[config.mk]
export PLATFORM = sky130hd
export DESIGN_NAME = tm1637_frame_sequencer
export DESIGN_NICKNAME = d
export VERILOG_FILES = /design/src/rtl/tm1637_pkg.sv /design/src/rtl/tm1637_frame_builder.sv /design/src/rtl/tm1637_frame_sequencer.sv
export SDC_FILE = /design/constraint.sdc
export NUM_CORES = 1
export LEC_CHECK = 0
export CAP_MARGIN = 20
export CORE_ASPECT_RATIO = 1.25
export CORE_MARGIN = 4
export CORE_UTILIZATION = 63
export DETAILED_ROUTE_END_ITERATION = 10
export DONT_BUFFER_PORTS = 1
export PLACE_DENSITY = 0.79
export SYNTH_ARGS = -nofsm -noshare
export SYNTH_HDL_FRONTEND = slang
export SYNTH_SLANG_ARGS = --single-unit
[constraint.sdc]
create_clock -name clk_50M -period 2.5 [get_ports clk_50M]
set_clock_uncertainty 0.2 [all_clocks]
set_input_delay 0.625 -clock clk_50M [delete_from_list [all_inputs] [get_ports clk_50M]]
set_output_delay 0.625 -clock clk_50M [all_outputs]
set_load 0.005 [all_outputs]
[src/rtl/tm1637_pkg.sv]
// Shared constants, state encoding and command record for the TM1637 frame sequencer.
// Pure definitions: no logic, no latency, no flow control of its own.
package tm1637_pkg;

   localparam int CMD_BYTE_W = 8;
   localparam int BRIGHT_W   = 3;
   localparam int IDX_W      = 4;
   localparam int MAX_DIGITS = 6;

   localparam logic [CMD_BYTE_W-1:0] CMD_DATA_AUTOINC = 8'h40;
   localparam logic [CMD_BYTE_W-1:0] CMD_ADDR_BASE    = 8'hC0;
   localparam logic [CMD_BYTE_W-1:0] CMD_DISP_CTRL    = 8'h80;

   typedef enum logic [1:0] {
      ST_IDLE,
      ST_ISSUE,
      ST_WAIT_DONE,
      ST_FINISH
   } seq_state_t;

   typedef struct packed {
      logic                  start;
      logic                  stop;
      logic [CMD_BYTE_W-1:0] dat;
   } cmd_t;

   function automatic logic [CMD_BYTE_W-1:0] disp_ctrl_byte(
      input logic                display_on,
      input logic [BRIGHT_W-1:0] brightness
   );
      return CMD_DISP_CTRL | {4'b0000, display_on, brightness};
   endfunction

endpackage

[src/rtl/tm1637_frame_builder.sv]
// Maps a frame byte index plus the frame snapshot to the byte and its start/stop framing.
// Purely combinational; zero latency; no backpressure of its own.
module tm1637_frame_builder
   import tm1637_pkg::*;
#(
   parameter int NUM_DIGITS = 4
) (
   input  logic [IDX_W-1:0]        index,
   input  logic [8*NUM_DIGITS-1:0] digits,
   input  logic [BRIGHT_W-1:0]     brightness,
   input  logic                    display_on,
   output cmd_t                    cmd
);

   localparam logic [IDX_W-1:0] LAST_IDX = IDX_W'(NUM_DIGITS + 2);

   always_comb begin
      cmd = '0;
      if (index == IDX_W'(0)) begin
         cmd = '{start: 1'b1, stop: 1'b1, dat: CMD_DATA_AUTOINC};
      end else if (index == IDX_W'(1)) begin
         // address command opens the transaction that carries the digit bytes
         cmd = '{start: 1'b1, stop: 1'b0, dat: CMD_ADDR_BASE};
      end else if (index == LAST_IDX) begin
         cmd = '{start: 1'b1, stop: 1'b1, dat: disp_ctrl_byte(display_on, brightness)};
      end else begin
         for (int k = 0; k < NUM_DIGITS; k++) begin
            if (index == IDX_W'(k + 2)) begin
               cmd.dat   = digits[8*k +: 8];
               cmd.start = 1'b0;
               cmd.stop  = (k == NUM_DIGITS - 1);
            end
         end
      end
   end

endmodule

[src/rtl/tm1637_frame_sequencer.sv]
// Sequences one TM1637 display frame (data cmd, address, digits, display ctrl) into a byte engine.
// One byte in flight; waits on cmd_ready per byte and on eng_done before offering the next.
module tm1637_frame_sequencer
   import tm1637_pkg::*;
#(
   parameter int NUM_DIGITS = 4
) (
   input  logic                    clk_50M,
   input  logic                    rst_n,
   input  logic                    update_req,
   input  logic [8*NUM_DIGITS-1:0] digits,
   input  logic [BRIGHT_W-1:0]     brightness,
   input  logic                    display_on,
   output logic                    cmd_valid,
   output logic [CMD_BYTE_W-1:0]   cmd_byte,
   output logic                    cmd_start,
   output logic                    cmd_stop,
   input  logic                    cmd_ready,
   input  logic                    eng_done,
   input  logic                    eng_nak,
   output logic                    busy,
   output logic                    done,
   output logic                    err
);

   localparam logic [IDX_W-1:0] LAST_IDX = IDX_W'(NUM_DIGITS + 2);

   seq_state_t                state, state_nxt;
   logic [IDX_W-1:0]          idx, idx_nxt;
   logic                      pending, pending_nxt;
   logic                      err_q, err_nxt;
   logic                      take_snap;
   logic [8*NUM_DIGITS-1:0]   snap_digits;
   logic [BRIGHT_W-1:0]       snap_bright;
   logic                      snap_on;
   cmd_t                      cur_cmd;

   tm1637_frame_builder #(
      .NUM_DIGITS (NUM_DIGITS)
   ) u_builder (
      .index      (idx),
      .digits     (snap_digits),
      .brightness (snap_bright),
      .display_on (snap_on),
      .cmd        (cur_cmd)
   );

   always_ff @(posedge clk_50M or negedge rst_n) begin
      if (!rst_n) begin
         state   <= ST_IDLE;
         idx     <= '0;
         pending <= 1'b0;
         err_q   <= 1'b0;
      end else begin
         state   <= state_nxt;
         idx     <= idx_nxt;
         pending <= pending_nxt;
         err_q   <= err_nxt;
      end
   end

   always_ff @(posedge clk_50M or negedge rst_n) begin
      if (!rst_n) begin
         snap_digits <= '0;
         snap_bright <= '0;
         snap_on     <= 1'b0;
      end else if (take_snap) begin
         snap_digits <= digits;
         snap_bright <= brightness;
         snap_on     <= display_on;
      end
   end

   always_comb begin
      state_nxt   = state;
      idx_nxt     = idx;
      pending_nxt = pending;
      err_nxt     = err_q;
      take_snap   = 1'b0;
      unique case (state)
         ST_IDLE: begin
            // eng_done here is stale and deliberately not looked at
            if (update_req || pending) begin
               state_nxt   = ST_ISSUE;
               idx_nxt     = '0;
               err_nxt     = 1'b0;
               pending_nxt = 1'b0;
               take_snap   = 1'b1;
            end
         end
         ST_ISSUE: begin
            if (update_req) pending_nxt = 1'b1;
            if (cmd_ready) state_nxt = ST_WAIT_DONE;
         end
         ST_WAIT_DONE: begin
            if (update_req) pending_nxt = 1'b1;
            if (eng_done) begin
               if (eng_nak) begin
                  err_nxt   = 1'b1;
                  state_nxt = ST_FINISH;
               end else if (idx == LAST_IDX) begin
                  state_nxt = ST_FINISH;
               end else begin
                  idx_nxt   = idx + IDX_W'(1);
                  state_nxt = ST_ISSUE;
               end
            end
         end
         ST_FINISH: begin
            // a request landing in this cycle is folded straight into the next frame
            if (pending || update_req) begin
               state_nxt   = ST_ISSUE;
               idx_nxt     = '0;
               err_nxt     = 1'b0;
               pending_nxt = 1'b0;
               take_snap   = 1'b1;
            end else begin
               state_nxt = ST_IDLE;
            end
         end
         default: state_nxt = ST_IDLE;
      endcase
   end

   always_comb begin
      cmd_valid = (state == ST_ISSUE);
      cmd_byte  = cmd_valid ? cur_cmd.dat   : '0;
      cmd_start = cmd_valid ? cur_cmd.start : 1'b0;
      cmd_stop  = cmd_valid ? cur_cmd.stop  : 1'b0;
      busy      = (state == ST_ISSUE) || (state == ST_WAIT_DONE);
      done      = (state == ST_FINISH);
      err       = err_q;
   end

endmodule

==> flow_metrics.py, run 1 <==
metrics = {
    "floorplan": {
        "die_area_sq_mm": 0.00513,
        "ios": 56,
        "rows": 25,
        "initial_core_util_pct": 66.2,
        "die_h_microns": 79.1,
        "dieWidth_microns": 64.9,
        "core_area_sq_mm": 0.00385,
    },
    "yosys": {
        "yosysSeqAreaShare_pct": 43.2,
        "synth_seq_cells": 44,
        "syn-num-nets": 288,
        "netlist_instances": 237,
        "ys_types": 39,
        "yosysWarnings": 0,
        "syn_area_sq_mm": 0.00255,
        "syn_avg_cell_area_sq_um": 10.8,
    },
    "clocking": {
        "ctsRootBufferMaster": "clkbuf_8",
        "insertion_delay_ns": 0.30,
        "clock_path_buffers": 2,
        "cts_buffers": 5,
        "cts-htree-levels": 2,
        "cts_tree": "built",
        "cts_num_sinks": 44,
        "clkTransAtPathRegs_ns": 0.09,
    },
    "global_routing": {
        "grt.met2_usage_pct": 36.2,
        "top_usage_layer": "met2",
        "use_met3_pct": 9.19,
        "grt_pass1_vias": 1889,
        "grt_antenna_before_repair": 0,
        "grt_pass1_wl_mm": 9.04,
        "grt_max_degree": 45,
        "global_route.overflow_total": 0,
        "grtUsageTotal_pct": 23.1,
        "gr-usage-met1_pct": 27.0,
    },
    "power": {
        "power.share.clock_pct": 14.7,
        "leakagePower_nw": 1.24,
        "p_int_mw": 2.36,
        "pwr-share-comb_pct": 49.7,
        "vdd_ir_drop_max_mv": 1.15,
        "p_per_area_mw_per_mm2": 1280,
        "p_sw_share_pct": 36.1,
        "p_sw_mw": 1.34,
        "seqPwrFrac_pct": 35.6,
    },
    "route": {
        "num_vias": 1862,
        "ant_nets": 0,
        "drt-initial-drc-count": 122,
        "first_pass_iters": 6,
        "via_per_inst": 6.19,
        "drc": 0,
        "routed_wl_mm": 5.70,
        "wl_per_cell_microns": 18.9,
    },
    "timing": {
        "timing.final.ws_setup_ns": -0.126,
        "hold_ws_ns": 0.255,
        "worstMarginPinSlew_ns": 0.536,
        "final_hold_viol_count": 0,
        "setup_viol": 8,
        "slew_viol_final": 0,
        "rsz0062_at_grt": "yes",
        "period_share_pct": 105,
        "max_freq_mhz": 381,
        "setup_tns_ns": -0.753,
        "min_period_ns": 2.63,
        "relSlewSlack_pct": 64.2,
    },
    "placed_design": {
        "place_congestion": 0.898,
        "place_ws_ns": 0.105,
        "dpl.hpwl_mm": 3.97,
        "port_buffers": 0,
    },
    "outcome": {
        "status": "finished, violations left",
        "violations": "negative setup slack",
    },
    "worst_setup_path": {
        "r2r_slack_ns": 0.41,
        "crit_path_cell_trace": "ha_4 -> nor4b_4 -> and2_1 -> o22ai_1 -> a21oi_2",
        "crit_path_start_kind": "register",
        "critical_path_required_ns": 1.67,
        "reg2reg_depth": 6,
        "worst_ep_arrival_time_ns": 1.80,
        "r2r_start": "state[1]$_DFFE_PN0P_",
        "cp_slowest_stage_delay_ns": 0.47,
        "crit_path_max_fanout": 7,
        "crit_buf_inv": 0,
        "startpoint": "idx[1]$_DFFE_PN0P_",
        "crit_type": "reg2out",
        "crit_cells": 5,
        "crit_end": "cmd_byte[1]",
        "r2r-end": "state[0]$_DFFE_PN0P_",
        "worst_setup_path_end_kind": "output pin",
        "crit_family": "simple AND/OR/NAND/NOR gates",
        "critical-path-slowest-cell": "dfrtp_2",
    },
    "finish": {
        "area_growth_pct": 13.0,
        "fin_nets": 297,
        "antennaDiodeCount": 0,
        "drive_above_1_share_pct": 36.0,
        "num-fill-cells": 262,
    },
    "job": {
        "drv_cap": 0,
    },
    "worst_hold_path": {
        "hold_path.class": "in2reg",
    },
}
## routing by layer
layer / routed length [microns] / vias to the layer above
li1: - / 857
met1: 2270 / 905
met2: 2740 / 81
met3: 497 / 19
met4: 191 / 0
met5: 0 / -
## worst reg2reg max path, stage by stage (launching register included)
cell and delay (ns):
dfrtp_1 0.44, inv_1 0.11, ha_2 0.24, buf_4 0.16, a222oi_1 0.51, and4b_1 0.27, a21oi_1 0.04
## layout by cell type, fill, tap and decap left out, types with 4 or more instances in the layout
cell      instances
nor2_1            4
nand2_1          11
ha_1              4
buf_4            16
ha_4              4
a21oi_1          18
nand3b_1          8
nand3_1          10
inv_1            13
a21oi_2           7
o22ai_1           5
mux2_2           21
nand2b_1          5
clkbuf_8          5
o21ai_0           6
dfrtp_1          41
mux2_4           15
o21ai_1           6
a21o_1            4
## sequential cells by signal (all words and copies together) (netlist names)
name,flops
pending,1
snap_on,1
snap_bright,3
state,2
snap_digits,32
err,1
idx,4
## logic make-up after synthesis
logic type	after synthesis	synth area share, %
AOI/OAI and AO/OA	61	14.2
DFF	44	43.2
buffers and inverters	30	6.77
and+or+nand+nor	56	12.9
adders and majority gates	9	4.42
muxes	37	18.5
## power groups by stage
stage / combinational [mW] / clock [mW] / sequential (mW)
2_1_floorplan: 1.49 / 0 / 1.22
3_3_place_gp: 1.62 / 0 / 1.30
3_5_place_dp: 1.66 / 0 / 1.31
4_1_cts: 1.78 / 0.549 / 1.30
5_1_grt: 2.00 / 0.583 / 1.35
6_report: 1.84 / 0.543 / 1.32
## synthesized netlist by cell type
library cell	number	area, sq um
a211oi_1	2	15.0
a21o_1	4	30.0
a21oi_1	25	125
a222oi_1	1	10.0
a22oi_1	2	15.0
a2bb2oi_1	1	8.76
a31oi_1	1	6.26
and2_1	6	37.5
and2b_1	1	7.51
and4b_1	2	20.0
buf_1	1	3.75
buf_2	3	15.0
buf_6	7	78.8
clkbuf_1	2	7.51
clkbuf_2	3	15.0
dfrtp_1	44	1100
ha_1	9	113
inv_1	14	52.6
mux2_2	21	236
mux2_4	15	225
mux2i_1	1	10.0
nand2_1	12	45.0
nand2b_1	5	31.3
nand3_1	10	50.1
nand3b_1	8	60.1
nor2_1	6	22.5
nor2b_1	3	18.8
nor3_1	1	5.00
nor4b_4	1	23.8
o211ai_1	1	7.51
o21a_1	1	7.51
o21ai_0	10	50.1
o21ai_1	2	10.0
o22ai_1	7	43.8
o311ai_0	1	8.76
o31a_1	1	8.76
o31ai_1	1	7.51
o32ai_1	1	8.76
or2_1	1	6.26
## worst min path at each step
| stage | startpoint | to | cells after the start |
|---|---|---|---|
| 6_report | digits[26] | snap_digits[26]$_DFFE_PN0P_ | 1 |
| 4_1_cts | digits[12] | snap_digits[12]$_DFFE_PN0P_ | 1 |
| 3_3_place_gp | rst_n | snap_digits[17]$_DFFE_PN0P_ | 0 |
| 2_1_floorplan | rst_n | err$_DFFE_PN0P_ | 0 |
| 5_1_grt | digits[0] | snap_digits[0]$_DFFE_PN0P_ | 1 |
| 3_5_place_dp | rst_n | snap_digits[18]$_DFFE_PN0P_ | 0 |
## metrics by stage
stage / utilization (%) / cell area, sq um / power, mW / instances
final: 74.9 / 2880 / 3.70 / 301
after global routing: 74.9 / 2880 / 3.94 / 301
after CTS: 73.3 / 2820 / 3.63 / 299
after detailed placement: 67.2 / 2590 / 2.97 / 287
after global placement: 67.2 / 2590 / 2.92 / 287
after floorplan: - / 2550 / 2.72 / 237
## timing repair
action	CTS	global route
hold buffers	2	0
setup endpoints to repair	8	8
buffers inserted	2	2
resized for setup	19	15
pin swaps	13	11
endpoints found under the hold margin	44	0
## layout make-up
cell class / instances / area [sq um] / area share [%]
inverters: 14 / 52.6 / 1.82
clock inverters: 3 / 42.5 / 1.48
clock buffers: 5 / 68.8 / 2.39
repair buffers: 18 / 150 / 5.21
flip-flops and latches: 44 / 1100 / 38.4
multi-input cells: 163 / 1390 / 48.4
well taps: 54 / 67.6 / 2.35
No activity file was read; power rests on OpenSTA's default activity.
==> run 2, diff against run 1 <==
--- a/config.mk
+++ b/config.mk
@@ -5,7 +5,7 @@
 export SDC_FILE = /design/constraint.sdc
 export NUM_CORES = 1
 export LEC_CHECK = 0
-export CAP_MARGIN = 20
+export CAP_MARGIN = 30
 export CORE_ASPECT_RATIO = 1.25
 export CORE_MARGIN = 4
 export CORE_UTILIZATION = 63
==> results of run 2 <==
Same layout as run 1: the final DEF is identical, and so are final timing and power.
